### src/rtl/clarvi_mem_arbiter_pkg.sv
// Shared types for the CLARVI fetch/data memory arbiter: FSM state and the
// owner tag carried alongside each outstanding memory read.
package clarvi_mem_arbiter_pkg;

  typedef enum logic {
    IDLE      = 1'b0,
    DATA_LOCK = 1'b1
  } arb_state_t;

  typedef struct packed {
    logic valid;
    logic is_data;
  } resp_tag_t;

  function automatic resp_tag_t make_tag(input logic valid, input logic is_data);
    resp_tag_t t;
    t.valid   = valid;
    t.is_data = is_data;
    return t;
  endfunction

endpackage

### src/rtl/clarvi_mem_arbiter_if.sv
// Bundle of the fetch port, MMU data port and shared byte-wide memory port.
// Handshake: a requester holds its *_enable (and address/data) stable until
// the arbiter raises its *_grant, which is combinational in that same cycle;
// a transfer happens exactly in a cycle where enable and grant are both 1.
// Read responses carry no backpressure: *_read_valid is a one-cycle strobe.
interface clarvi_mem_arbiter_if #(
  parameter int ADDR_WIDTH = 14
);
  logic [ADDR_WIDTH-1:0] fetch_address;
  logic                  fetch_read_enable;
  logic                  fetch_grant;
  logic                  fetch_read_valid;
  logic [7:0]            fetch_read_data;

  logic [ADDR_WIDTH-1:0] data_address;
  logic                  data_read_enable;
  logic                  data_write_enable;
  logic                  data_byte_enable;
  logic [7:0]            data_write_data;
  logic                  data_burst_last;
  logic                  data_grant;
  logic                  data_read_valid;
  logic [7:0]            data_read_data;

  logic [ADDR_WIDTH-1:0] mem_address;
  logic                  mem_byte_enable;
  logic                  mem_read_enable;
  logic                  mem_write_enable;
  logic [7:0]            mem_write_data;
  logic [7:0]            mem_read_data;

  // Arbiter side.
  modport slave (
    input  fetch_address, fetch_read_enable,
    output fetch_grant, fetch_read_valid, fetch_read_data,
    input  data_address, data_read_enable, data_write_enable, data_byte_enable,
    input  data_write_data, data_burst_last,
    output data_grant, data_read_valid, data_read_data,
    output mem_address, mem_byte_enable, mem_read_enable, mem_write_enable,
    output mem_write_data,
    input  mem_read_data
  );

  // Requesters plus memory side.
  modport master (
    output fetch_address, fetch_read_enable,
    input  fetch_grant, fetch_read_valid, fetch_read_data,
    output data_address, data_read_enable, data_write_enable, data_byte_enable,
    output data_write_data, data_burst_last,
    input  data_grant, data_read_valid, data_read_data,
    input  mem_address, mem_byte_enable, mem_read_enable, mem_write_enable,
    input  mem_write_data,
    output mem_read_data
  );
endinterface

### src/rtl/clarvi_resp_tag_pipe.sv
// Fixed-latency delay line that carries the owner tag of each memory access
// so it emerges in the cycle the memory returns that access's read byte.
module clarvi_resp_tag_pipe
  import clarvi_mem_arbiter_pkg::*;
#(
  parameter int READ_LATENCY = 1
) (
  input  logic      clock,
  input  logic      reset,
  input  resp_tag_t tag_i,
  output resp_tag_t tag_o
);

  resp_tag_t stage_q [READ_LATENCY];

  always_ff @(posedge clock) begin
    if (reset) begin
      for (int i = 0; i < READ_LATENCY; i++) stage_q[i] <= '0;
    end else begin
      stage_q[0] <= tag_i;
      for (int i = 1; i < READ_LATENCY; i++) stage_q[i] <= stage_q[i-1];
    end
  end

  assign tag_o = stage_q[READ_LATENCY-1];

endmodule

### src/rtl/clarvi_mem_arbiter.sv
// Arbitrates the CLARVI instruction fetch and MMU data ports onto one
// byte-wide memory; data has priority, bounded by a starvation streak limit.
module clarvi_mem_arbiter
  import clarvi_mem_arbiter_pkg::*;
#(
  parameter int ADDR_WIDTH      = 14,
  parameter int READ_LATENCY    = 1,
  parameter int MAX_DATA_STREAK = 8,
  localparam int STREAK_W       = $clog2(MAX_DATA_STREAK + 1)
) (
  input  logic                clock,
  input  logic                reset,
  clarvi_mem_arbiter_if.slave bus,
  output arb_state_t          state_o,
  output logic [STREAK_W-1:0] streak_o
);

  localparam logic [STREAK_W-1:0] STREAK_MAX = STREAK_W'(MAX_DATA_STREAK);

  arb_state_t          state_q, state_d;
  logic [STREAK_W-1:0] streak_q, streak_d;
  logic                data_req, fetch_gnt, data_gnt, data_is_write;
  resp_tag_t           push_tag, pop_tag;

  assign data_req      = bus.data_read_enable | bus.data_write_enable;
  assign data_is_write = bus.data_write_enable;

  // Grants are suppressed during reset so nothing reaches memory that cycle.
  always_comb begin
    fetch_gnt = 1'b0;
    data_gnt  = 1'b0;
    if (!reset) begin
      if (state_q == DATA_LOCK) begin
        data_gnt = data_req;
      end else if (bus.fetch_read_enable && (!data_req || streak_q == STREAK_MAX)) begin
        fetch_gnt = 1'b1;
      end else begin
        data_gnt = data_req;
      end
    end
  end

  always_comb begin
    state_d  = state_q;
    streak_d = streak_q;
    if (data_gnt) state_d = bus.data_burst_last ? IDLE : DATA_LOCK;
    if (state_q == IDLE) begin
      if (fetch_gnt || !bus.fetch_read_enable) begin
        streak_d = '0;
      end else if (data_gnt && streak_q != STREAK_MAX) begin
        streak_d = streak_q + 1'b1;
      end
    end
  end

  always_ff @(posedge clock) begin
    if (reset) begin
      state_q  <= IDLE;
      streak_q <= '0;
    end else begin
      state_q  <= state_d;
      streak_q <= streak_d;
    end
  end

  always_comb begin
    bus.mem_address      = '0;
    bus.mem_byte_enable  = 1'b0;
    bus.mem_read_enable  = 1'b0;
    bus.mem_write_enable = 1'b0;
    bus.mem_write_data   = '0;
    if (fetch_gnt) begin
      bus.mem_address     = bus.fetch_address;
      bus.mem_byte_enable = 1'b1;
      bus.mem_read_enable = 1'b1;
    end else if (data_gnt) begin
      // Read+write together is a write; the read half is dropped.
      bus.mem_address      = bus.data_address;
      bus.mem_byte_enable  = bus.data_byte_enable;
      bus.mem_read_enable  = bus.data_read_enable & ~data_is_write;
      bus.mem_write_enable = data_is_write;
      bus.mem_write_data   = bus.data_write_data;
    end
  end

  assign push_tag = make_tag(fetch_gnt | (data_gnt & bus.data_read_enable & ~data_is_write),
                             data_gnt);

  clarvi_resp_tag_pipe #(
    .READ_LATENCY(READ_LATENCY)
  ) u_tag_pipe (
    .clock (clock),
    .reset (reset),
    .tag_i (push_tag),
    .tag_o (pop_tag)
  );

  assign bus.fetch_grant      = fetch_gnt;
  assign bus.data_grant       = data_gnt;
  assign bus.fetch_read_valid = ~reset & pop_tag.valid & ~pop_tag.is_data;
  assign bus.data_read_valid  = ~reset & pop_tag.valid &  pop_tag.is_data;
  assign bus.fetch_read_data  = bus.fetch_read_valid ? bus.mem_read_data : 8'h00;
  assign bus.data_read_data   = bus.data_read_valid  ? bus.mem_read_data : 8'h00;

  assign state_o  = state_q;
  assign streak_o = streak_q;

endmodule

### src/flat_wrapper.sv
// flat-port wrapper written by rule: the top's interface ports become plain ports
module clarvi_mem_arbiter_flat import clarvi_mem_arbiter_pkg::*;
#(
  parameter int ADDR_WIDTH      = 14,
  parameter int READ_LATENCY    = 1,
  parameter int MAX_DATA_STREAK = 8,
  localparam int STREAK_W       = $clog2(MAX_DATA_STREAK + 1)
)
  (clock, reset, state_o, streak_o, bus_fetch_address, bus_fetch_read_enable, bus_fetch_grant, bus_fetch_read_valid, bus_fetch_read_data, bus_data_address, bus_data_read_enable, bus_data_write_enable, bus_data_byte_enable, bus_data_write_data, bus_data_burst_last, bus_data_grant, bus_data_read_valid, bus_data_read_data, bus_mem_address, bus_mem_byte_enable, bus_mem_read_enable, bus_mem_write_enable, bus_mem_write_data, bus_mem_read_data);
  clarvi_mem_arbiter_if #(.ADDR_WIDTH(ADDR_WIDTH)) bus_i ();
  input  logic clock;
  input  logic reset;
  output arb_state_t state_o;
  output logic [STREAK_W-1:0] streak_o;
  input wire logic [$bits(bus_i.fetch_address)-1:0] bus_fetch_address;
  input wire logic [$bits(bus_i.fetch_read_enable)-1:0] bus_fetch_read_enable;
  output wire logic [$bits(bus_i.fetch_grant)-1:0] bus_fetch_grant;
  output wire logic [$bits(bus_i.fetch_read_valid)-1:0] bus_fetch_read_valid;
  output wire logic [$bits(bus_i.fetch_read_data)-1:0] bus_fetch_read_data;
  input wire logic [$bits(bus_i.data_address)-1:0] bus_data_address;
  input wire logic [$bits(bus_i.data_read_enable)-1:0] bus_data_read_enable;
  input wire logic [$bits(bus_i.data_write_enable)-1:0] bus_data_write_enable;
  input wire logic [$bits(bus_i.data_byte_enable)-1:0] bus_data_byte_enable;
  input wire logic [$bits(bus_i.data_write_data)-1:0] bus_data_write_data;
  input wire logic [$bits(bus_i.data_burst_last)-1:0] bus_data_burst_last;
  output wire logic [$bits(bus_i.data_grant)-1:0] bus_data_grant;
  output wire logic [$bits(bus_i.data_read_valid)-1:0] bus_data_read_valid;
  output wire logic [$bits(bus_i.data_read_data)-1:0] bus_data_read_data;
  output wire logic [$bits(bus_i.mem_address)-1:0] bus_mem_address;
  output wire logic [$bits(bus_i.mem_byte_enable)-1:0] bus_mem_byte_enable;
  output wire logic [$bits(bus_i.mem_read_enable)-1:0] bus_mem_read_enable;
  output wire logic [$bits(bus_i.mem_write_enable)-1:0] bus_mem_write_enable;
  output wire logic [$bits(bus_i.mem_write_data)-1:0] bus_mem_write_data;
  input wire logic [$bits(bus_i.mem_read_data)-1:0] bus_mem_read_data;
  assign bus_i.fetch_address = bus_fetch_address;
  assign bus_i.fetch_read_enable = bus_fetch_read_enable;
  assign bus_fetch_grant = bus_i.fetch_grant;
  assign bus_fetch_read_valid = bus_i.fetch_read_valid;
  assign bus_fetch_read_data = bus_i.fetch_read_data;
  assign bus_i.data_address = bus_data_address;
  assign bus_i.data_read_enable = bus_data_read_enable;
  assign bus_i.data_write_enable = bus_data_write_enable;
  assign bus_i.data_byte_enable = bus_data_byte_enable;
  assign bus_i.data_write_data = bus_data_write_data;
  assign bus_i.data_burst_last = bus_data_burst_last;
  assign bus_data_grant = bus_i.data_grant;
  assign bus_data_read_valid = bus_i.data_read_valid;
  assign bus_data_read_data = bus_i.data_read_data;
  assign bus_mem_address = bus_i.mem_address;
  assign bus_mem_byte_enable = bus_i.mem_byte_enable;
  assign bus_mem_read_enable = bus_i.mem_read_enable;
  assign bus_mem_write_enable = bus_i.mem_write_enable;
  assign bus_mem_write_data = bus_i.mem_write_data;
  assign bus_i.mem_read_data = bus_mem_read_data;
  clarvi_mem_arbiter #(.ADDR_WIDTH(ADDR_WIDTH), .READ_LATENCY(READ_LATENCY), .MAX_DATA_STREAK(MAX_DATA_STREAK)) u_core (.clock(clock), .reset(reset), .bus(bus_i), .state_o(state_o), .streak_o(streak_o));
endmodule
### config.mk
export PLATFORM = sky130hd
export DESIGN_NAME = clarvi_mem_arbiter_flat
export DESIGN_NICKNAME = d
export VERILOG_FILES = /design/src/rtl/clarvi_mem_arbiter_pkg.sv /design/src/rtl/clarvi_mem_arbiter_if.sv /design/src/rtl/clarvi_resp_tag_pipe.sv /design/src/rtl/clarvi_mem_arbiter.sv /design/src/flat_wrapper.sv
export SDC_FILE = /design/constraint.sdc
export NUM_CORES = 1
export LEC_CHECK = 0
export CORE_ASPECT_RATIO = 1.2
export CORE_MARGIN = 4
export CORE_UTILIZATION = 26
export DETAILED_ROUTE_END_ITERATION = 8
export PLACE_DENSITY = 0.77
export SLEW_MARGIN = 20
export SYNTH_ARGS = -nofsm -noshare
export SYNTH_HDL_FRONTEND = slang
export SYNTH_SLANG_ARGS = --single-unit
### constraint.sdc
create_clock -name clock -period 1.75 [get_ports clock]
set_input_delay 0.35 -clock clock [delete_from_list [all_inputs] [get_ports clock]]
set_output_delay 0.35 -clock clock [all_outputs]
set_load 0.03 [all_outputs]
==> metrics.yaml, run 1 <==
rows: 23
drtPass1Iterations: 4
root_buffer: "clkbuf_8"
fin_crit_ns: 2.010
finalSetupViolCount: 27
io_pins: 101
min_to: "u_core.state_o"
syn-cell-area_um2: 957.2
violations: "negative setup slack"
finalWorstSetupSlack_ns: -0.2602
syn_nets: 187
h-tree-depth: 1
path_cells: "inv_4 -> ha_4 -> and3b_2 -> buf_6 -> a21oi_4 -> and3_4 -> buf_6"
tightest_slew_ns: 0.3340
p_leak_uw: 0.001035
drive_gt1_share_pct: 48.41
die_y_um: 74.47
path_class: "flip-flop to output pin"
antenna_found_initial: 0
skew_ns: 0.0006359
slew_violations: 0
dp_hpwl_mm: 3.174
stdcell_area_mm2: 0.002436
ys_seq_area_share_pct: 14.64
grt_pass1_vias: 1408
die-width_um: 63.39
final_common_cell: "clkdlybuf4s50_1"
area_growth_pct: 154.5
drt_iter0_drc: 19
min_path_cells: 1
reg2regPathDepth: 7
path_max_fanout: 5
ys_warn_count: 0
dieArea_mm2: 0.004720
power_uw: 948.6
slowest_stage: "dfxtp_4"
finalHoldViolCount: 0
rsz0062_at_grt: "yes"
clk_latency_ns: 0.23
initial_core_util_pct: 27.72
max-clock-path-buffers: 2
stdcell_count: 289
slowest_delay_ns: 0.35
crit_top_cell: "buf_6"
synth.top_cells.by_area: "o211ai_1 (22%), dfxtp_1 (15%), and2_1 (12%), a21oi_1 (9.9%), and3_1 (5.2%)"
antennaDiodeCount: 0
cts_buffers: 3
grt_usage_pct: 18.18
grt_overflow: 0
viasPerCell: 5.135
critical_path.reg2reg.startpoint: "u_core.streak_o[1]"
outcome: "complete, but fails checks"
grt_max_degree: 23
placed_cell_area_mm2: 0.002162
powerDensity_mw_per_mm2: 389.4
drc: 0
worstPathArrival_ns: 1.66
core_region_area_mm2: 0.003453
ant_nets: 0
dp_cells: 279
fin_util_pct: 70.54
hold_path_class: "flip-flop to flip-flop"
startpoint_type: "flip-flop"
clock_sinks: 7
end_kind: "output pin"
required_ns: 1.40
peakVddDrop_uv: 173.1
routedWlPerCell_um: 14.89
avgSynthCellArea_um2: 7.143
fillers: 284
port_buffers: 100
synth_top_area_share_pct: 21.96
gp_congestion: 0.6788
netlist-cell-type-count: 31
synthCells: 134
grt_pass1_wl_mm: 6.810
synth_top_area_cell: "o211ai_1"
vias: 1484
clk_transition_reported_paths_ns: 0.04
max_slew_margin_pct: 77.70
tritoncts: "built"
final_net_count: 306
final_cell_mix: "clkdlybuf4s50_1 (50), buf_4 (40), o211ai_1 (28), buf_6 (28), and2_1 (17)"
r2r_slack_ns: 0.33
maxCapViolations: 0
final.period_utilization_pct: 114.9
worstHoldStart: "u_core.state_o"
routed_wl_mm: 4.304
timing.fmax_mhz: 497.5
synth-seq-cells: 7
r2r-end: "u_core.state_o"
## worst max-delay path: cells and delay by family, from the launching register on
| kind | cells | cell delay (ns) |
|---|---|---|
| adders and majority gates | 1 | 0.14 |
| and+or+nand+nor | 2 | 0.47 |
| DFF | 1 | 0.35 |
| buffers and inverters | 3 | 0.29 |
| AOI/OAI and AO/OA | 1 | 0.17 |
## kinds of logic after synthesis
kind of cell | synth area share (%)
AND/OR/NAND/NOR | 30.59
XOR/XNOR | 0.9152
flip-flops | 14.64
buffers and inverters | 12.29
adder cells (fa/ha/maj) | 2.614
AO/OA/AOI/OAI | 38.95
## worst max-delay path by stage
stage | from | endpoint | slack (ns) | cells after the start
final | u_core.streak_o[1] | bus_mem_write_data[7] | -0.26 | 7
after global routing | u_core.streak_o[1] | bus_mem_write_data[7] | -0.32 | 7
after CTS | u_core.streak_o[1] | bus_mem_address[4] | -0.24 | 7
after detailed placement | bus_fetch_read_enable | bus_mem_write_data[1] | -0.37 | 6
after global placement | bus_fetch_read_enable | bus_mem_write_data[1] | -0.36 | 6
after floorplan | u_core.streak_o[1] | bus_mem_address[10] | -0.02 | 7
## cell type report
| type | count | area [µm²] | area share, % |
|---|---|---|---|
| Clock buffer | 3 | 41.29 | 1.695 |
| Timing Repair Buffer | 129 | 1303 | 53.47 |
| Inverter | 4 | 17.52 | 0.7191 |
| Sequential cell | 7 | 151.4 | 6.215 |
| Multi-Input combinational cell | 108 | 872.1 | 35.80 |
| Clock inverter | 1 | 5.005 | 0.2054 |
| Tap cell | 37 | 46.29 | 1.900 |
## per-layer routing
metal,GRT usage (%),share of wire [%],vias up
li1,-,-,736
met1,17.48,35,672
met2,36.08,54,69
met3,5.438,9.3,7
met4,7.434,2.2,0
met5,0,0,-
## flip-flops by register name (all words and copies together), names as in the netlist
signal	cells
u_core.state_o	1
u_core.u_tag_pipe.stage_q	2
u_core.streak_o	4
## where the power goes
part / total [µW] / internal (µW) / switching [µW] / leakage [µW]
clock: 234 / 155 / 79.5 / 0.0000255
combinational: 541 / 298 / 243 / 0.000949
sequential: 174 / 166 / 8.03 / 0.0000602
## timing repair
action,in CTS,in global routing
endpoints found under the setup margin,45,28
resized for setup,34,14
gates cloned,3,0
hold buffers,0,0
pin swaps,9,6
buffers inserted,1,2
## Yosys cell counts
cell type   n
o211ai_1   28
a21oi_1    19
and2_1     19
and3_1      8
dfxtp_1     7
buf_2       6
nand2_1     6
buf_4       4
clkbuf_1    4
inv_1       4
nor2_1      3
a31oi_1     2
and3b_1     2
buf_6       2
ha_1        2
nand3b_1    2
nand4_1     2
a211oi_1    1
a21oi_4     1
clkbuf_2    1
nand2b_1    1
nand4b_1    1
nor2b_1     1
nor3_1      1
nor3b_2     1
o211a_1     1
o21ai_0     1
o21bai_1    1
o32ai_1     1
or2_2       1
xor2_1      1
## through the flow
step | setup TNS (ns) | hold slack (ns) | worst slack (ns)
2_1_floorplan | -0.1642 | 0.4939 | -0.02394
3_3_place_gp | -12.45 | 0.5382 | -0.3594
3_5_place_dp | -12.60 | 0.5420 | -0.3707
5_1_grt | -7.359 | 0.6269 | -0.3162
6_report | -5.429 | 0.5908 | -0.2602
4_1_cts | -5.844 | 0.5874 | -0.2393
(Power assumes the default switching activity.)
==> run 2: changes to the inputs <==
CORE_UTILIZATION = 55   (was 26)
DONT_BUFFER_PORTS = 1   (was default)
PLACE_DENSITY = 0.73   (was 0.77)
==> metrics.yaml, run 2 (synthesis gave the netlist of run 1 again) <==
rsz0062_at_grt: "yes"
hold_path_class: "input pin to flip-flop"
h-tree-depth: 1
reg2regPathDepth: 8
required_ns: 1.40
antennaDiodeCount: 0
slowest_delay_ns: 0.34
io_pins: 101
powerDensity_mw_per_mm2: 456.1
tightest_slew_ns: 0.5337
rows: 16
critical_path.reg2reg.startpoint: "u_core.streak_o[1]"
startpoint_type: "flip-flop"
finalSetupViolCount: 27
slowest_stage: "dfxtp_4"
peakVddDrop_uv: 305.4
timing.fmax_mhz: 486.3
crit_top_cell: "buf_6"
final.period_utilization_pct: 117.5
tritoncts: "built"
holdBufCountCts: 0
final_common_cell: "o211ai_1"
fillers: 76
multi_input_area_um2: 822.0
max-clock-path-buffers: 2
fin_util_pct: 88.49
fin_crit_ns: 2.056
drt_iter0_drc: 15
grt_overflow: 0
core_region_area_mm2: 0.001642
largest_register_ffs: 4
max_slew_margin_pct: 64.42
drive_gt1_share_pct: 50.00
root_buffer: "clkbuf_4"
port_buffers: 0
antenna_found_initial: 0
die_y_um: 53.70
grt_pass1_wl_mm: 5.257
clock_sinks: 7
drtPass1Iterations: 4
clk_transition_reported_paths_ns: 0.06
skew_ns: 0.002984
area_growth_pct: 51.76
grt_usage_pct: 29.19
grt_pass1_vias: 1134
crit_end: "bus_mem_address[9]"
finalHoldViolCount: 0
worstPathArrival_ns: 1.71
die-width_um: 46.08
drc: 0
worstSetupStartpoint: "u_core.streak_o[1]"
clk_latency_ns: 0.26
r2r-end: "u_core.state_o"
end_kind: "output pin"
final_cell_mix: "o211ai_1 (28), buf_6 (22), and2_1 (17), buf_4 (17), a21oi_2 (16)"
slew_violations: 0
seqCellArea_um2: 151.4
path_max_fanout: 6
violations: "negative setup slack"
grt_max_degree: 27
cts_buffers: 3
viasPerCell: 6.667
outcome: "complete, but fails checks"
path_class: "flip-flop to output pin"
gp_congestion: 0.6915
final_net_count: 216
initial_core_util_pct: 58.31
finalWorstSetupSlack_ns: -0.3062
dp_hpwl_mm: 2.448
maxCapViolations: 0
vias: 1200
routed_wl_mm: 3.622
pre_cts_slack_ns: -0.01548
routedWlPerCell_um: 20.12
p_leak_uw: 0.0005658
dieArea_mm2: 0.002475
path_cells: "inv_2 -> ha_4 -> and3b_2 -> buf_6 -> o211ai_1 -> a21oi_2 -> buf_6"
r2r_slack_ns: 0.19
ant_nets: 0
## run 2: changes by cell type in the layout (fill, tap and decap cells not counted), moves of 2 or more
cell / change
dlygate4sd2_1: -2
clkdlybuf4s50_1: -50
buf_6: -6
buf_4: -23
and3_1: +2
and3_4: -2
dlymetal6s2s_1: -2
clkbuf_4: +3
buf_12: -3
clkbuf_8: -3
## run 2: worst min path at each step
| stage | start | to | slack (ns) | depth (start not counted) |
|---|---|---|---|---|
| after floorplan | bus_fetch_read_enable | u_core.streak_o[0] | 0.49 | 2 |
| after global routing | reset | u_core.u_tag_pipe.stage_q[0][1] | 0.15 | 1 |
| final | reset | u_core.streak_o[3] | 0.16 | 1 |
| after detailed placement | reset | u_core.streak_o[0] | 0.42 | 1 |
| after global placement | reset | u_core.streak_o[1] | 0.41 | 1 |
| after CTS | reset | u_core.streak_o[0] | 0.15 | 1 |
## run 2: area by class of cell
cell class	instances	share of cell area (%)
sequential	7	10.42
timing repair buffer	41	28.60
inverter	4	1.034
multi-input combinational	106	56.59
tap	18	1.550
clock buffer	4	1.809
## run 2: through the flow
stage | cell area [µm²] | total power, µW | cells | hold slack [ns] | TNS, ns
after floorplan | 1094 | 412.5 | 134 | 0.4939 | -0.1642
after global placement | 1295 | 461.1 | 171 | 0.4142 | 0
after detailed placement | 1295 | 468.0 | 171 | 0.4179 | -0.03623
after CTS | 1421 | 650.5 | 178 | 0.1459 | -5.746
after global routing | 1453 | 693.7 | 180 | 0.1495 | -8.028
final | 1453 | 662.5 | 180 | 0.1628 | -6.364
## run 2: what timing repair did
action / in CTS / in global routing
setup buffers: 3 / 2
resized for setup: 24 / 6
cloned: 0 / 0
pin swaps: 19 / 19
setup endpoints to repair: 27 / 27
## run 2: power by group
group          switching, µW  total [µW]  internal (µW)
Combinational            200         336            136
Clock                   69.5         157           87.7
Sequential              5.00         170            165
Total                    274         663            388
## run 2: metal layers
layer / vias up / wire (µm) / track usage (%)
li1: 555 / - / -
met1: 563 / 1292 / 31.74
met2: 73 / 1928 / 51.61
met3: 9 / 308 / 6.355
met4: 0 / 92 / 14.69
met5: - / 0 / 0
## run 2: critical path: cells and delay by family, from the launching register on
| family | cells | cell delay (ns) |
|---|---|---|
| compound gates | 2 | 0.32 |
| flops | 1 | 0.34 |
| simple gates | 1 | 0.29 |
| buf+inv | 3 | 0.37 |
| fa+ha+maj | 1 | 0.13 |
==> run 3: changes to the inputs <==
TNS_END_PERCENT = 10   (was default)
clock period = 2.38 ns   (was 1.75 ns; I/O delays follow)
==> metrics.yaml, run 3 (synthesis gave the netlist of run 1 again) <==
grt_pass1_wl_mm: 4.416
drc: 0
powerDensity_mw_per_mm2: 373.0
drt_iter0_drc: 23
fin_util_pct: 69.82
path_class: "flip-flop to output pin"
cts_buffers: 3
clk_latency_ns: 0.26
grt_max_degree: 33
min_path_cells: 1
final_cell_mix: "buf_4 (32), o211ai_1 (28), and2_1 (19), a21oi_1 (19)"
max_slew_margin_pct: 64.13
grtUsageMet1_pct: 29.56
clock_sinks: 7
antennaDiodeCount: 0
final_common_cell: "buf_4"
routedWlPerCell_um: 17.80
cp_num_cells: 5
reg2regPathDepth: 5
slowest_delay_ns: 0.39
initial_core_util_pct: 58.31
drtPass1Iterations: 4
max-clock-path-buffers: 2
viasPerCell: 6.474
critPathTopFamily: "simple AND/OR/NAND/NOR gates"
final_net_count: 207
die_y_um: 53.70
final.period_utilization_pct: 93.94
required_ns: 1.90
path_max_fanout: 12
finalSetupTns_ns: 0
root_buffer: "clkbuf_4"
clk_transition_reported_paths_ns: 0.06
grt_usage_pct: 23.76
path_buf_inv: 1
largest_register_ffs: 4
dp_hpwl_mm: 2.340
grt_use_met3_pct: 3.679
maxCapViolations: 0
grt_overflow: 0
busiest_layer: "met2"
startpoint_type: "flip-flop"
p_leak_uw: 0.0004714
path_cells: "inv_1 -> ha_1 -> and3b_2 -> a21oi_4 -> and3_1"
finalHoldViolCount: 0
tritoncts: "built"
io_pins: 101
slew_violations: 0
h-tree-depth: 1
worstPathArrival_ns: 1.76
rsz0062_at_grt: "no"
dieArea_mm2: 0.002475
holdBufCountCts: 0
skew_ns: 0.008592
gr-usage-met2_pct: 39.91
rows: 16
timing.fmax_mhz: 447.3
die-width_um: 46.08
fin_crit_ns: 2.236
outcome: "complete, no violations"
hold_path_class: "input pin to flip-flop"
gp_congestion: 0.7600
core_region_area_mm2: 0.001642
antenna_found_initial: 0
finalSetupViolCount: 0
slowest_stage: "and3_1"
grt_pass1_vias: 998
area_growth_pct: 19.74
end_kind: "output pin"
ant_nets: 0
drive_gt1_share_pct: 26.14
peakVddDrop_uv: 183.3
port_buffers: 0
tightest_slew_ns: 0.5381
vias: 1107
routed_wl_mm: 3.043
## run 3: per-stage QoR
| stage | cells | total power (µW) | area, µm² | setup slack (ns) | hold slack [ns] |
|---|---|---|---|---|---|
| final | 171 | 427.5 | 1146 | 0.1443 | 0.2809 |
| after global routing | 171 | 456.9 | 1146 | 0.01603 | 0.2692 |
| after CTS | 168 | 431.7 | 1121 | 0.01901 | 0.2702 |
| after detailed placement | 164 | 316.5 | 1095 | 0.3188 | 0.5517 |
| after global placement | 164 | 312.3 | 1095 | 0.4020 | 0.5499 |
| after floorplan | 134 | 283.0 | 957.2 | 0.05271 | 0.6088 |
## run 3: per-layer routing
layer  up-vias  wire (µm)  share of wire (%)
met5         -          0                  0
met4         0          0                  0
met3         0        300                9.9
met2        72       1635                 54
met1       503       1107                 36
li1        532          -                  -
## run 3: area by class of cell
type	instances	area (µm²)
multi-input cells	106	701.9
fillers	142	495.5
repair buffers	32	240.2
flip-flops and latches	7	140.1
clock buffers	4	26.28
well taps	18	22.52
inverters	4	15.01
## run 3: final timing paths
kind / startpoint / end / slack, ns
hold reg to reg: u_core.streak_o[1] / u_core.streak_o[1] / 0.63
setup / recovery: u_core.streak_o[0] / bus_mem_write_data[5] / 0.14
hold / removal: reset / u_core.streak_o[1] / 0.28
setup reg to reg: u_core.streak_o[0] / u_core.state_o / 1.03
## run 3: what timing repair did
action	in CTS	in global routing
hold endpoints to repair	0	0
resized for setup	0	2
buffers inserted	0	3
endpoints found under the setup margin	0	25
## run 3: report_power, final
group          internal (µW)  leakage, µW  switching (µW)  total, µW
Combinational           62.0     0.000399             128        190
Clock                   64.3    0.0000150            48.8        113
Sequential               122    0.0000574            2.44        125
==> edit 1 (config.mk and constraints of run 2) <==
`MAX_DATA_STREAK` is set to 8 in 2 places; all go to 16.
--- a/src/rtl/clarvi_mem_arbiter.sv
+++ b/src/rtl/clarvi_mem_arbiter.sv
@@ -5,7 +5,7 @@
 #(
   parameter int ADDR_WIDTH      = 14,
   parameter int READ_LATENCY    = 1,
-  parameter int MAX_DATA_STREAK = 8,
+  parameter int MAX_DATA_STREAK = 16,
   localparam int STREAK_W       = $clog2(MAX_DATA_STREAK + 1)
 ) (
   input  logic                clock,
--- a/src/flat_wrapper.sv
+++ b/src/flat_wrapper.sv
@@ -3,7 +3,7 @@
 #(
   parameter int ADDR_WIDTH      = 14,
   parameter int READ_LATENCY    = 1,
-  parameter int MAX_DATA_STREAK = 8,
+  parameter int MAX_DATA_STREAK = 16,
   localparam int STREAK_W       = $clog2(MAX_DATA_STREAK + 1)
 )
   (clock, reset, state_o, streak_o, bus_fetch_address, bus_fetch_read_enable, bus_fetch_grant, bus_fetch_read_valid, bus_fetch_read_data, bus_data_address, bus_data_read_enable, bus_data_write_enable, bus_data_byte_enable, bus_data_write_data, bus_data_burst_last, bus_data_grant, bus_data_read_valid, bus_data_read_data, bus_mem_address, bus_mem_byte_enable, bus_mem_read_enable, bus_mem_write_enable, bus_mem_write_data, bus_mem_read_data);
Interface: changed (resized streak_o); port bits go from 101 to 102. The function was not compared with the original's and may differ.
==> edit 1 against run 2 <==
The run still ends with negative setup slack left. Sequential share of layout area grew 0.14 points. Cell count increased by 3.9%. Area after synthesis decreased by 0.26%. Synthesized cell count is 2.2% lower. Setup slack lost 0.22 ns. Fmax fell by 9.8%. First-iteration DRC count rose to 8.3 times the old value. Sequential cell count grew 1. Sequential power increased by 14%. Design area up 9.3%. Routed wire length increased by 68%. Count of clock-buffer cells in the layout is the same. Total power increased by 16%. Worst hold slack worse by 0.030 ns. Critical path type unchanged. Largest cell class unchanged. Largest power group unchanged.
==> edit 1: results (changes against run 2) <==
[detailed_routing]
dr_total_vias=1414  ; was 1200
wl_met2_mm=2.92  ; was 1.93 mm
wl_met3_um=788  ; was 308 um
first_iter_violations=124  ; was 15

[timing]
setup_tns_ns=-13.15  ; was -6.36 ns
worst_slack_ns=-0.530  ; was -0.306 ns
setup_viol=32  ; was 27
worst_slew_pin_slew_ns=0.388  ; was 0.534 ns

[yosys]
synth.area.top_cells=dfxtp_1, and2_1, mux2i_1  ; was o211ai_1, dfxtp_1, and2_1
synth.avg_cell_area_um2=7.29  ; was 7.14 um2
synth_compound_area_share_pct=14.5  ; was 39.0%
synth_commonest_cells=and2_1, nand2_1, nand2b_1  ; was o211ai_1, a21oi_1, and2_1
synthesis.nets=184  ; was 187

[layout]
layout.cells.non_filler=187  ; was 180
drive_gt1_share_pct=51.8  ; was 50.0%
largest_reg_flops=5  ; was 4
final_nets=222  ; was 216
fill_cells=32  ; was 76

[worst_setup_path]
cp.arrival_ns=1.93  ; was 1.71 ns
endpoint=bus_mem_write_data[1]  ; was bus_mem_address[9]
crit_fanout=4  ; was 6
max_stage_delay_ns=0.37  ; was 0.34 ns

[clock_network]
clk_latency_ns=0.28  ; was 0.26 ns

[status]
run_status=finished with violations  ; unchanged
violations=negative setup slack  ; unchanged

[global_routing]
grt_max_degree=30  ; was 27
track_usage_pct=33.9  ; was 29.2%
antenna_found_initial=1  ; was 0
grt_pass1_wl_mm=5.90  ; was 5.26 mm

[worst_hold_path]
min_to=u_core.streak_o[0]  ; was u_core.streak_o[3]

[pwr]
ir_drop_mv=0.352  ; was 0.305 mV

[placement]
hpwl_mm=2.36  ; was 2.45 mm
dp_cells=174  ; was 171

-- edit 1: critical path, delay by kind of cell (launching register included) --
kind | cells | cell delay, ns
compound gates | 1 | 0.22
fa+ha+maj | 1 | 0.15
simple gates | 2 | 0.45
buf+inv | 4 | 0.45
flops | 1 | 0.37
-- edit 1: per-stage QoR --
stage,setup WS (ns),cell area [um2]
6_report,-0.530,1590
5_1_grt,-0.547,1590
4_1_cts,-0.431,1510
3_5_place_dp,-0.187,1350
3_3_place_gp,-0.147,1350
2_1_floorplan,-0.311,1110
-- edit 1: repair_timing --
| item | in CTS | in global routing |
|---|---|---|
| setup buffers | 3 | 5 |
| setup endpoints to repair | 27 | 33 |
| hold buffers | 0 | 0 |
| cloned | 1 | 0 |
| pin swaps | 5 | 4 |
| gates resized for setup | 26 | 15 |
-- edit 1: area by class of cell --
class	count	area (um2)	share of cell area (%)
sequential	8	168	10.6
timing repair buffer	41	404	25.5
multi-input combinational	113	955	60.1
clock buffer	4	26.3	1.65
inverter	2	10.0	0.630
antenna	1	2.50	0.158
tap	18	22.5	1.42
-- edit 1: layer usage --
metal / up-vias / track usage [%]
li1: 523 / -
met1: 624 / 32.2
met2: 198 / 66.1
met3: 69 / 7.02
met4: 0 / 16.1
met5: - / 0
-- edit 1: power by group through the flow --
stage          clock network [mW]  registers, mW  logic (mW)
6_report                    0.180          0.193       0.392
3_5_place_dp                    0          0.195       0.304
4_1_cts                     0.161          0.191       0.340
3_3_place_gp                    0          0.195       0.297
5_1_grt                     0.190          0.193       0.400
2_1_floorplan                   0          0.204       0.231
==> edit 2 (config.mk and constraints of run 2) <==
Without the edit above. Make the reset (`reset`) asynchronous in 2 clocked blocks.
--- a/src/rtl/clarvi_resp_tag_pipe.sv
+++ b/src/rtl/clarvi_resp_tag_pipe.sv
@@ -13,7 +13,7 @@
 
   resp_tag_t stage_q [READ_LATENCY];
 
-  always_ff @(posedge clock) begin
+  always_ff @(posedge clock or posedge reset) begin
     if (reset) begin
       for (int i = 0; i < READ_LATENCY; i++) stage_q[i] <= '0;
     end else begin
--- a/src/rtl/clarvi_mem_arbiter.sv
+++ b/src/rtl/clarvi_mem_arbiter.sv
@@ -53,7 +53,7 @@
     end
   end
 
-  always_ff @(posedge clock) begin
+  always_ff @(posedge clock or posedge reset) begin
     if (reset) begin
       state_q  <= IDLE;
       streak_q <= '0;
Behaviour: differs if reset is asserted again (counterexample within 4 cycles, from zero or initial values and one cycle with reset high); with reset held inactive, the same outputs for 10 cycles.
==> edit 2 against run 2 <==
The run now fails in detailed placement (3_5_place_dp). Area after synthesis shrank 6.0%.
==> edit 2: results (changes against run 2) <==
[yosys]
synth_ff_type=dfrtp_1  ; was dfxtp_1
synthesis.nets=179  ; was 187
synth_seq_cells=7  ; unchanged
synthArstFlopShare_pct=100  ; was 0%
synth_sequential_area_ratio_pct=19.5  ; was 14.6%
synth_commonest_cells=nand2_1, inv_1, and2_1  ; was o211ai_1, a21oi_1, and2_1
synth.area.top_cells=dfrtp_1, and2_1, o32ai_1  ; was o211ai_1, dfxtp_1, and2_1
yosys_warnings=0  ; unchanged
ys_types=31  ; unchanged

[placement]
gp_congestion=0.866  ; was 0.692
port_buffers=0  ; unchanged

[status]
lastStage=detailed placement (3_5_place_dp)
run_status=aborted with a tool error  ; was finished with violations
error=[ERROR DPL-0038] Utilization greater than 100%, impossible to legalize

edit 2: through the flow:
stage	setup TNS [ns]	setup slack (ns)	hold WS, ns	std cells
after global placement	-1.01	-0.0837	0.134	179
after floorplan	-6.22	-0.339	0.470	126
edit 2: cell families after synthesis:
| kind of cell | after synthesis | share of synthesized area [%] |
|---|---|---|
| simple gates | 60 | 36.3 |
| buf+inv | 29 | 14.0 |
| compound gates | 27 | 26.3 |
| flops | 7 | 19.5 |
| fa+ha+maj | 2 | 2.78 |
| mux | 1 | 1.11 |
